`config.mk`:
```
export PLATFORM = sky130hd
export DESIGN_NAME = mux_8x1_4bit
export DESIGN_NICKNAME = d
export VERILOG_FILES = /design/src/rtl/mux_8x1_4bit.sv
export SDC_FILE = /design/constraint.sdc
export NUM_CORES = 1
export LEC_CHECK = 0
export ABC_AREA = 0
export BUFFER_PORTS_ARGS = -buffer_cell sky130_fd_sc_hd__buf_2
export CAP_MARGIN = 10
export CORE_AREA = 2 2 39 41
export DETAILED_ROUTE_END_ITERATION = 8
export DIE_AREA = 0 0 41 43
export GPL_TIMING_DRIVEN = 0
export PLACE_DENSITY = 0.81
export RECOVER_POWER = 25
export SLEW_MARGIN = 20
export SYNTH_ARGS = -nofsm -noshare
export SYNTH_HDL_FRONTEND = slang
export SYNTH_SLANG_ARGS = --single-unit
export TNS_END_PERCENT = 20
```
`constraint.sdc`:
```
create_clock -name clk -period 0.8 [get_ports clk]
set_input_delay 0.08 -clock clk [delete_from_list [all_inputs] [get_ports clk]]
set_output_delay 0.08 -clock clk [all_outputs]
set_load 0.02 [all_outputs]
```
`src/rtl/mux_8x1_4bit.sv`:
```
`timescale 1ns/1ps
`default_nettype none
// ============================================================================
// mux_8x1_4bit : registered 8:1 selector with enable; optional MUX8_PARITY_EN
// Revision: 1.0
// ============================================================================
module mux_8x1_4bit #(
    parameter int WIDTH = 4
) (
    input  logic             clk,
    input  logic             rst_n,
    input  logic [WIDTH-1:0] a,
    input  logic [WIDTH-1:0] b,
    input  logic [WIDTH-1:0] c,
    input  logic [WIDTH-1:0] d,
    input  logic [WIDTH-1:0] e,
    input  logic [WIDTH-1:0] f,
    input  logic [WIDTH-1:0] g,
    input  logic [WIDTH-1:0] h,
    input  logic             sel0,
    input  logic             sel1,
    input  logic             sel2,
    input  logic             enable,
`ifdef MUX8_PARITY_EN
    output logic             out_parity,
`endif
    output logic [WIDTH-1:0] out,
    output logic             out_valid
);

    logic [2:0]       w_sel;
    logic [WIDTH-1:0] w_pick;
    logic [WIDTH-1:0] out_d;
    logic             valid_d;
    logic [WIDTH-1:0] out_q;
    logic             valid_q;

    assign w_sel = {sel2, sel1, sel0};

    always_comb begin
        w_pick = a;
        case (w_sel)
            3'd0: w_pick = a;
            3'd1: w_pick = b;
            3'd2: w_pick = c;
            3'd3: w_pick = d;
            3'd4: w_pick = e;
            3'd5: w_pick = f;
            3'd6: w_pick = g;
            3'd7: w_pick = h;
            default: w_pick = a;
        endcase
    end

    // A disabled cycle loads zero rather than holding the previous word.
    assign out_d   = enable ? w_pick : '0;
    assign valid_d = enable;

    always_ff @(posedge clk or negedge rst_n) begin
        if (!rst_n) begin
            out_q   <= '0;
            valid_q <= 1'b0;
        end else begin
            out_q   <= out_d;
            valid_q <= valid_d;
        end
    end

    assign out       = out_q;
    assign out_valid = valid_q;

`ifdef MUX8_PARITY_EN
    logic parity_d;
    logic parity_q;

    assign parity_d = ^out_d;

    always_ff @(posedge clk or negedge rst_n) begin
        if (!rst_n) begin
            parity_q <= 1'b0;
        end else begin
            parity_q <= parity_d;
        end
    end

    assign out_parity = parity_q;
`endif

endmodule
`default_nettype wire

```
[Word level (Yosys, flattened, before mapping)]
Cells that the tools add are included.
Storage, ports and cells
  register bits: 5
  input bits: 38
  logic and storage cells: 12
Cells by class
  eq/ne operators: 7
  multiplexer cells: 2
  reduce and logical (&&, ||, !) cells: 1
Operator list (count)
  $pmux W4 S8: 1
  $eq A3 B3 Y1 const B: 4
  $eq A3 B2 Y1 const B: 2
  $mux W4: 1
  $eq A3 B1 Y1 const B: 1
  $logic_not A3 Y1: 1

[Logic depth before layout (Yosys ltp)]
Gate-level depths: netlist (run 1).
  depth after elaboration: 3
  gate-level depth with buffers: 4
  depth with buffers taken out: 3

[Worst setup path after synthesis (run 1)]
No wires, ideal clock.
  path type: input -> register
  start point: in sel1
  end point: reg out_q[1] (netlist: out[1])
  library setup time: 0.121 ns
  arrival time: 0.865 ns
  cell stages on the path: 3
  data required time: 0.679 ns
  slack: -0.186 ns
  cell sequence: buf_6 -> mux4_2 -> a22o_1
Between the ends
  cells in the longest elaborated chain, start to end: 3
  elaborated cells on any way between the ends: 10
Ends and longest elaborated chain
  from (decl): RTL line 21  | input logic sel1,
  $eq A3 B3 Y1, or another cell as far along: RTL line 42  | case (w_sel)
  $pmux W4 S8 (*): RTL line 42
  $mux W4 (*): RTL line 56  | assign out_d = enable ? w_pick : '0;
  named net out_d[1]: RTL line 33  | logic [WIDTH-1:0] out_d;
  to (signal assigned): RTL line 64  | out_q <= out_d;
  to (decl): RTL line 35  | logic [WIDTH-1:0] out_q;
Mark *: on every way through the listed nets, which the timed path passes. The rest lies on a longest branch.

[Worst setup path after layout (run 1)]
  start point: in sel1
  end point: reg out_q[3] (netlist: out[3])
The elaborated chain is that of the path after synthesis.

==> results.sh, run 1 <==
export IMPL_grt_max_degree=11
export IMPL_max_freq_mhz=1210
export IMPL_maxSlewViolCount=0
export IMPL_diodes=0
export IMPL_fin_total_pwr_uw=883
export IMPL_root_buffer="clkbuf_4"
export IMPL_dpl_cell_count=88
export IMPL_netlist_area_um2=410
export IMPL_seq_power_share_pct=32.2
export IMPL_grt_pass1_wl_um=1530
export IMPL_worst_pin_slew_ns=0.274
export IMPL_cts_buffers=3
export IMPL_layout_common_cells="buf_2, mux4_2, dfrtp_1, buf_6"
export IMPL_fin_crit_sh_pct=104
export IMPL_synth_top_cell_by_area="dfrtp_1"
export IMPL_seq_area_frac_synth_pct=30.5
export IMPL_violations="negative setup slack"
export IMPL_ys_ff_latch=5
export IMPL_core_um2=1380
export IMPL_syn_nets=68
export IMPL_first_global_vias=442
export IMPL_start_kind="input port"
export IMPL_final_nets=118
export IMPL_worstPathMaxFanout=4
export IMPL_grt_usage_pct=12.5
export IMPL_wl_um=1020
export IMPL_syn_area_per_cell_um2=13.7
export IMPL_viasPerCell=4.86
export IMPL_drt_iter0_drc=0
export IMPL_ys_types=17
export IMPL_fin_tns_setup_ns=-0.114
export IMPL_dpl_cell_area_um2=644
export IMPL_layout_setup_ws_ns=-0.0294
export IMPL_routedWlPerCell_um=10.8
export IMPL_pwr_share_clk_pct=32.1
export IMPL_htreeDepth=1
export IMPL_final_area_um2=733
export IMPL_drc_errors=0
export IMPL_fin_cells=95
export IMPL_ios=43
export IMPL_clockBufferDepth=2
export IMPL_synth_top_cell_area_share_pct=30.5
export IMPL_comb_power_share_pct=35.7
export IMPL_area_growth_syn_to_layout_pct=78.7
export IMPL_synth_area_leaders="dfrtp_1, mux4_1, mux4_2"
export IMPL_cts_clk_slew_worst_paths_ns=0.04
export IMPL_drive_above_1_share_pct=65.8
export IMPL_p_int_uw=663
export IMPL_clkSinkCount=5
export IMPL_die_area_um2=1760
export IMPL_die_h_um=43
export IMPL_hold_class="in -> reg"
export IMPL_port_buffer_count=42
export IMPL_synth_cells=30
export IMPL_drv_cap=0
export IMPL_crit_type="in -> reg"
export IMPL_drt_pass1_iterations=1
export IMPL_gp_congestion=0.668
export IMPL_start_util_pct=29.7
export IMPL_rsz0062_at_grt="true"
export IMPL_yosysWarningCount=0
export IMPL_hold_violations=0
export IMPL_total_leakage_power_nw=0.368
export IMPL_antenna_found_initial=0
export IMPL_hold_slack_ns=0.114
export IMPL_swShare_pct=24.9
export IMPL_ir_worst_vdd_uv=358
export IMPL_ant_nets=0
export IMPL_required_ns=0.93
export IMPL_arrival_ns=0.95
export IMPL_final_core_util_pct=53.0
export IMPL_relSlewSlack_pct=81.4
export IMPL_vias=462
export IMPL_period_minus_slack_ns=0.829
export IMPL_final_common_cell="buf_2"
export IMPL_setup_viol=8
export IMPL_switchingPower_uw=220
export IMPL_die_w_um=41
export IMPL_tritoncts="built"
export IMPL_endpoint_kind="flop"
export IMPL_rows=14
export IMPL_power_density_nw_per_um2=1200
export IMPL_grt_overflow_total=0
export IMPL_outcome="finished with violations"
export IMPL_pre_cts_ws_ns=-0.389
## power groups by stage
stage                     clock, mW  combinational, mW  sequential, mW
final                         0.283              0.315           0.284
after CTS                     0.292              0.295           0.278
after floorplan                   0              0.111           0.312
after global routing          0.332              0.343           0.287
after global placement            0              0.266           0.281
after detailed placement          0              0.272           0.282
## layer usage
metal	wire length (um)	vias to the layer above	share of wire, %	global-route usage, %
li1	-	227	-	-
met3	86	2	8.4	2.62
met4	16	0	1.6	6.00
met2	582	23	57	23.1
met5	0	-	0	0
met1	337	210	33	11.6
## synthesized netlist by cell type, drive strengths merged
library cell and n:
dfrtp 5, mux2i 1, and2 1, inv 2
nand3 1, o21ai 1, nand4bb 1, a31o 1
o311ai 1, nand4b 2, nor2 1, buf 2
a31oi 2, a22o 3, mux4 6
## final timing paths
kind	startpoint	to	slack, ns	cells after the start
min in group asynchronous	rst_n	out[3]	0.21	2
max	sel1	out[3]	-0.03	4
min	enable	out[2]	0.11	2
max in group asynchronous	rst_n	out_valid	0.39	2
## layout make-up
class / instances / area [um^2]
fillers: 129 / 651
repair buffers: 45 / 278
multi-input cells: 21 / 254
flip-flops and latches: 5 / 125
clock buffers: 4 / 26.3
plain buffers: 2 / 22.5
well taps: 16 / 20.0
inverters: 2 / 7.51
## state kept, by name (all words and copies together), names as in the netlist
signal	flops
out	4
out_valid	1
## cell families (layout without fill, tap and decap cells)
kind of cell,after synthesis,in the layout,synth area share (%)
AOI/OAI and AO/OA,8,8,14.9
and+or+nand+nor,6,6,10.7
muxes,7,7,38.1
buffers and inverters,4,53,5.79
DFF,5,5,30.5
## worst max-delay path, cell delays in order
cell	delay, ns
buf_8	0.09
buf_8	0.10
mux4_2	0.49
a22o_1	0.19
## what timing repair did
item	in CTS	in global routing
gates resized for setup	7	10
endpoints found under the hold margin	6	0
setup endpoints to repair	8	8
hold buffers	2	0
buffers inserted	1	0
gates cloned	0	0
Note: power is estimated with default switching activity, not from simulation.
==> run 2, diff against run 1 <==
==> constraint.sdc (replaced) <==
create_clock -name clk -period 0.8 [get_ports clk]
set_input_delay 0.12 -clock clk [delete_from_list [all_inputs] [get_ports clk]]
set_output_delay 0.12 -clock clk [all_outputs]
set_load 0.02 [all_outputs]
==> run 2 against run 1 <==
The flow still finishes with violations (negative setup slack); sequential share of layout area grew 0.058 points; power about the same; count of clock-buffer cells in the layout is the same; non-clock buffer count fell by 1; sequential power is essentially flat; critical path depth is the same; sequential cell count stayed put; die area did not move; wire length fell by 1.6%; largest cell class unchanged; largest power group unchanged; highest routed layer unchanged.
==> results.sh, run 2 (synthesis results as in run 1) <==
export IMPL_fin_total_pwr_uw=883
export IMPL_cpMaxStageDelayCell="mux4_2"
export IMPL_cp_cell_sequence="buf_8 -> buf_8 -> mux4_2 -> a22o_1"
export IMPL_arrival_ns=0.99
export IMPL_pwr_share_clk_pct=32.1
export IMPL_rsz0062_at_grt="true"
export IMPL_htreeDepth=1
export IMPL_fin_cells=94
export IMPL_layout_setup_ws_ns=-0.0696
export IMPL_setup_viol=8
export IMPL_required_ns=0.93
export IMPL_antenna_found_initial=0
export IMPL_rows=14
export IMPL_cts_buffers=3
export IMPL_period_minus_slack_ns=0.870
export IMPL_dpl_cell_count=88
export IMPL_diodes=0
export IMPL_ios=43
export IMPL_layout_common_cells="buf_2, mux4_2, dfrtp_1, buf_6"
export IMPL_fin_tns_setup_ns=-0.430
export IMPL_maxSlewViolCount=0
export IMPL_drv_cap=0
export IMPL_tritoncts="built"
export IMPL_port_buffer_count=42
export IMPL_p_int_uw=662
export IMPL_total_leakage_power_nw=0.365
export IMPL_swShare_pct=25.1
export IMPL_vias=461
export IMPL_power_density_nw_per_um2=1210
export IMPL_grt_pass1_wl_um=1540
export IMPL_die_w_um=41
export IMPL_die_area_um2=1760
export IMPL_viasPerCell=4.90
export IMPL_hold_violations=0
export IMPL_fin_crit_sh_pct=109
export IMPL_final_common_cell="buf_2"
export IMPL_drive_above_1_share_pct=67.9
export IMPL_crit_type="in -> reg"
export IMPL_drc_errors=0
export IMPL_relSlewSlack_pct=85.3
export IMPL_start_util_pct=29.7
export IMPL_worstPathMaxFanout=4
export IMPL_outcome="finished with violations"
export IMPL_first_global_vias=440
export IMPL_ir_worst_vdd_uv=367
export IMPL_root_buffer="clkbuf_4"
export IMPL_ant_nets=0
export IMPL_max_freq_mhz=1150
export IMPL_start_kind="input port"
export IMPL_hold_class="in -> reg"
export IMPL_grt_overflow_total=0
export IMPL_endpoint="out[3]"
export IMPL_grt_usage_pct=12.6
export IMPL_seq_power_share_pct=32.1
export IMPL_critPathLaunch="sel1"
export IMPL_comb_power_share_pct=35.8
export IMPL_hold_slack_ns=0.0511
export IMPL_grt_max_degree=11
export IMPL_final_nets=117
export IMPL_routedWlPerCell_um=10.7
export IMPL_clkSinkCount=5
export IMPL_critPathMaxStageDelay_ns=0.49
export IMPL_area_growth_syn_to_layout_pct=78.0
export IMPL_gp_congestion=0.668
export IMPL_wl_um=1010
export IMPL_endpoint_kind="flop"
export IMPL_largest_register_ffs=4
export IMPL_core_um2=1380
export IMPL_drt_pass1_iterations=1
export IMPL_final_core_util_pct=52.8
export IMPL_cts_clk_slew_worst_paths_ns=0.04
export IMPL_clockBufferDepth=2
export IMPL_switchingPower_uw=222
export IMPL_violations="negative setup slack"
export IMPL_drt_iter0_drc=0
export IMPL_worst_pin_slew_ns=0.221
export IMPL_crit_path_frequent_cell="buf_8"
export IMPL_die_h_um=43
run 2: changes by cell type in the layout (fill, tap and decap cells not counted):
| cell | previous run | this run |
|---|---|---|
| dlygate4sd3_1 | 2 | 1 |
| o21ai_0 | 1 | 0 |
| o21ai_1 | 0 | 1 |
| o311ai_1 | 1 | 0 |
| o311ai_2 | 0 | 1 |
run 2: how the worst min path moves through the flow:
stage,from,endpoint,slack (ns),depth (start not counted)
2_1_floorplan,rst_n,out[0],-0.18,0
3_3_place_gp,rst_n,out[0],-0.07,1
3_5_place_dp,rst_n,out[3],-0.06,1
4_1_cts,enable,out_valid,0.03,1
5_1_grt,enable,out_valid,0.04,1
6_report,enable,out_valid,0.05,1
run 2: final cells by class:
| type | instances | area [um^2] |
|---|---|---|
| Fill cell | 131 | 653 |
| Timing Repair Buffer | 44 | 268 |
| Multi-Input combinational cell | 21 | 262 |
| Sequential cell | 5 | 125 |
| Clock buffer | 4 | 26.3 |
| Buffer | 2 | 22.5 |
| Tap cell | 16 | 20.0 |
| Inverter | 2 | 7.51 |
run 2: per-stage QoR:
| step | instance area [um^2] | worst slack [ns] |
|---|---|---|
| finish | 731 | -0.0696 |
| global route | 731 | -0.0992 |
| CTS | 701 | -0.0724 |
| detailed placement | 644 | -0.429 |
| global placement | 644 | -0.416 |
| floorplan | 414 | -0.197 |
run 2: metal layers:
layer  track usage, %  vias up  part of all wire, %
met5                0        -                    0
met4             6.00        0                  1.6
met3             2.62        2                  8.4
met2             23.4       23                   58
met1             11.6      211                   32
li1                 -      225                    -
run 2: power by group through the flow:
stage | registers, mW | clock network [mW] | logic (mW)
final | 0.284 | 0.283 | 0.316
after global routing | 0.287 | 0.332 | 0.344
after CTS | 0.278 | 0.292 | 0.295
after detailed placement | 0.282 | 0 | 0.272
after global placement | 0.281 | 0 | 0.266
after floorplan | 0.312 | 0 | 0.111
run 2: worst max-delay path, delay by kind of cell:
family	cells	cell delay [ns]
compound gates	1	0.19
buf+inv	2	0.19
mux	1	0.49
run 2: repair_timing:
action,CTS,global route
hold buffers,1,0
buffers inserted,1,0
endpoints found under the setup margin,9,9
resized for setup,9,10
pin swaps,0,0
hold endpoints to repair,5,0
==> run 3, diff against run 2 <==
==> constraint.sdc (replaced) <==
create_clock -name clk -period 1.1 [get_ports clk]
set_input_delay 0.165 -clock clk [delete_from_list [all_inputs] [get_ports clk]]
set_output_delay 0.165 -clock clk [all_outputs]
set_load 0.02 [all_outputs]
==> run 3 against run 2 <==
The flow now finishes without violations; combinational power fell by 38%; final area fell by 7.7%; power fell by 31%; die area did not move; global-route usage rose by 2.0 points; clock power fell by 26%; wire length rose by 7.5%; sequential cell count did not move; largest cell class is now multi-input combinational cells; via count rose by 1.1%; core utilization fell by 4.1 points; hold slack improved by 0.045 ns.
==> results.sh, run 3 (synthesis results as in run 1) <==
export IMPL_outcome="complete, no violations"
export IMPL_final_core_util_pct=48.7
export IMPL_arrival_ns=1.17
export IMPL_clockBufferDepth=2
export IMPL_multiInputGateArea_um2=262
export IMPL_cpMaxStageDelayCell="mux4_2"
export IMPL_crit_cells=4
export IMPL_antenna_found_initial=0
export IMPL_hold_slack_ns=0.0960
export IMPL_dpl_cell_area_um2=641
export IMPL_area_growth_syn_to_layout_pct=64.3
export IMPL_port_buffer_count=42
export IMPL_grt_max_degree=11
export IMPL_endpoint="out[1]"
export IMPL_cts_clk_slew_worst_paths_ns=0.04
export IMPL_largest_register_ffs=4
export IMPL_relSlewSlack_pct=77.2
export IMPL_cts_buffers=3
export IMPL_root_buffer="clkbuf_4"
export IMPL_ir_worst_vdd_uv=259
export IMPL_cts_resized=0
export IMPL_setup_viol=0
export IMPL_fin_crit_sh_pct=95.4
export IMPL_endpoint_kind="flop"
export IMPL_period_minus_slack_ns=1.05
export IMPL_viasPerCell=5.01
export IMPL_drc_errors=0
export IMPL_critPathTopFamily="multiplexers"
export IMPL_gp_congestion=0.701
export IMPL_start_util_pct=29.7
export IMPL_maxSlewViolCount=0
export IMPL_die_w_um=41
export IMPL_htreeDepth=1
export IMPL_regArea_um2=125
export IMPL_start_kind="input port"
export IMPL_wl_um=1080
export IMPL_drt_iter0_drc=4
export IMPL_grt_usage_pct=14.5
export IMPL_grt_pass1_wl_um=1700
export IMPL_critPathMaxStageDelay_ns=0.50
export IMPL_hold_class="in -> reg"
export IMPL_core_um2=1380
export IMPL_routedWlPerCell_um=11.6
export IMPL_postCtsSetupBuffers=0
export IMPL_diodes=0
export IMPL_n_fill_cell=143
export IMPL_die_h_um=43
export IMPL_hold_violations=0
export IMPL_rows=14
export IMPL_fin_cells=93
export IMPL_first_global_vias=460
export IMPL_worstPathMaxFanout=10
export IMPL_die_area_um2=1760
export IMPL_tritoncts="built"
export IMPL_drv_cap=0
export IMPL_crit_type="in -> reg"
export IMPL_power_density_nw_per_um2=904
export IMPL_ant_nets=0
export IMPL_layout_common_cells="buf_2, dfrtp_1"
export IMPL_cp_cell_sequence="buf_2 -> buf_6 -> mux4_2 -> a22o_1"
export IMPL_ios=43
export IMPL_total_leakage_power_nw=0.351
export IMPL_final_nets=116
export IMPL_worst_pin_slew_ns=0.337
export IMPL_critPathLaunch="sel1"
export IMPL_grt_overflow_total=0
export IMPL_clkSinkCount=5
export IMPL_required_ns=1.22
export IMPL_dpl_hpwl_um=1000
export IMPL_max_freq_mhz=953
export IMPL_drive_above_1_share_pct=62.3
export IMPL_path_buf_inv=2
export IMPL_vias=466
export IMPL_drt_pass1_iterations=4
export IMPL_final_common_cell="buf_2"
export IMPL_final_area_um2=674
export IMPL_rsz0062_at_grt="false"
export IMPL_ctsHoldBuffers=1
export IMPL_dpl_cell_count=88
-- run 3: worst min path at each step --
| stage | end | startpoint | depth (start not counted) | slack, ns |
|---|---|---|---|---|
| floorplan | out[0] | rst_n | 0 | -0.13 |
| global placement | out_valid | rst_n | 1 | -0.02 |
| detailed placement | out[3] | rst_n | 1 | -0.02 |
| CTS | out_valid | enable | 1 | 0.07 |
| global route | out_valid | enable | 1 | 0.08 |
| finish | out_valid | enable | 1 | 0.1 |
-- run 3: cell type report --
cell class / count / share of cell area (%)
flip-flops and latches: 5 / 18.6
clock buffers: 4 / 3.90
multi-input cells: 21 / 38.8
well taps: 16 / 2.97
plain buffers: 2 / 2.41
inverters: 2 / 1.11
repair buffers: 43 / 32.3
-- run 3: routing by layer --
layer	vias up	GRT usage (%)	wire, um
met3	0	3.14	112
li1	226	-	-
met1	217	12.7	325
met5	-	0	0
met2	23	26.3	643
met4	0	10.0	0
-- run 3: report_power, final --
group / switching, mW / total, mW / leakage [nW] / internal [mW]
combinational: 0.0827 / 0.197 / 0.273 / 0.115
sequential: 0.00303 / 0.203 / 0.0633 / 0.200
clock: 0.0727 / 0.210 / 0.0150 / 0.137
total: 0.158 / 0.610 / 0.351 / 0.451
-- run 3: through the flow --
stage | total power, mW | setup slack [ns] | setup TNS (ns)
4_1_cts | 0.623 | 0.0415 | 0
3_3_place_gp | 0.397 | -0.183 | -0.517
3_5_place_dp | 0.404 | -0.216 | -0.628
2_1_floorplan | 0.306 | 0.0286 | 0
5_1_grt | 0.660 | 0.0283 | 0
6_report | 0.610 | 0.0509 | 0
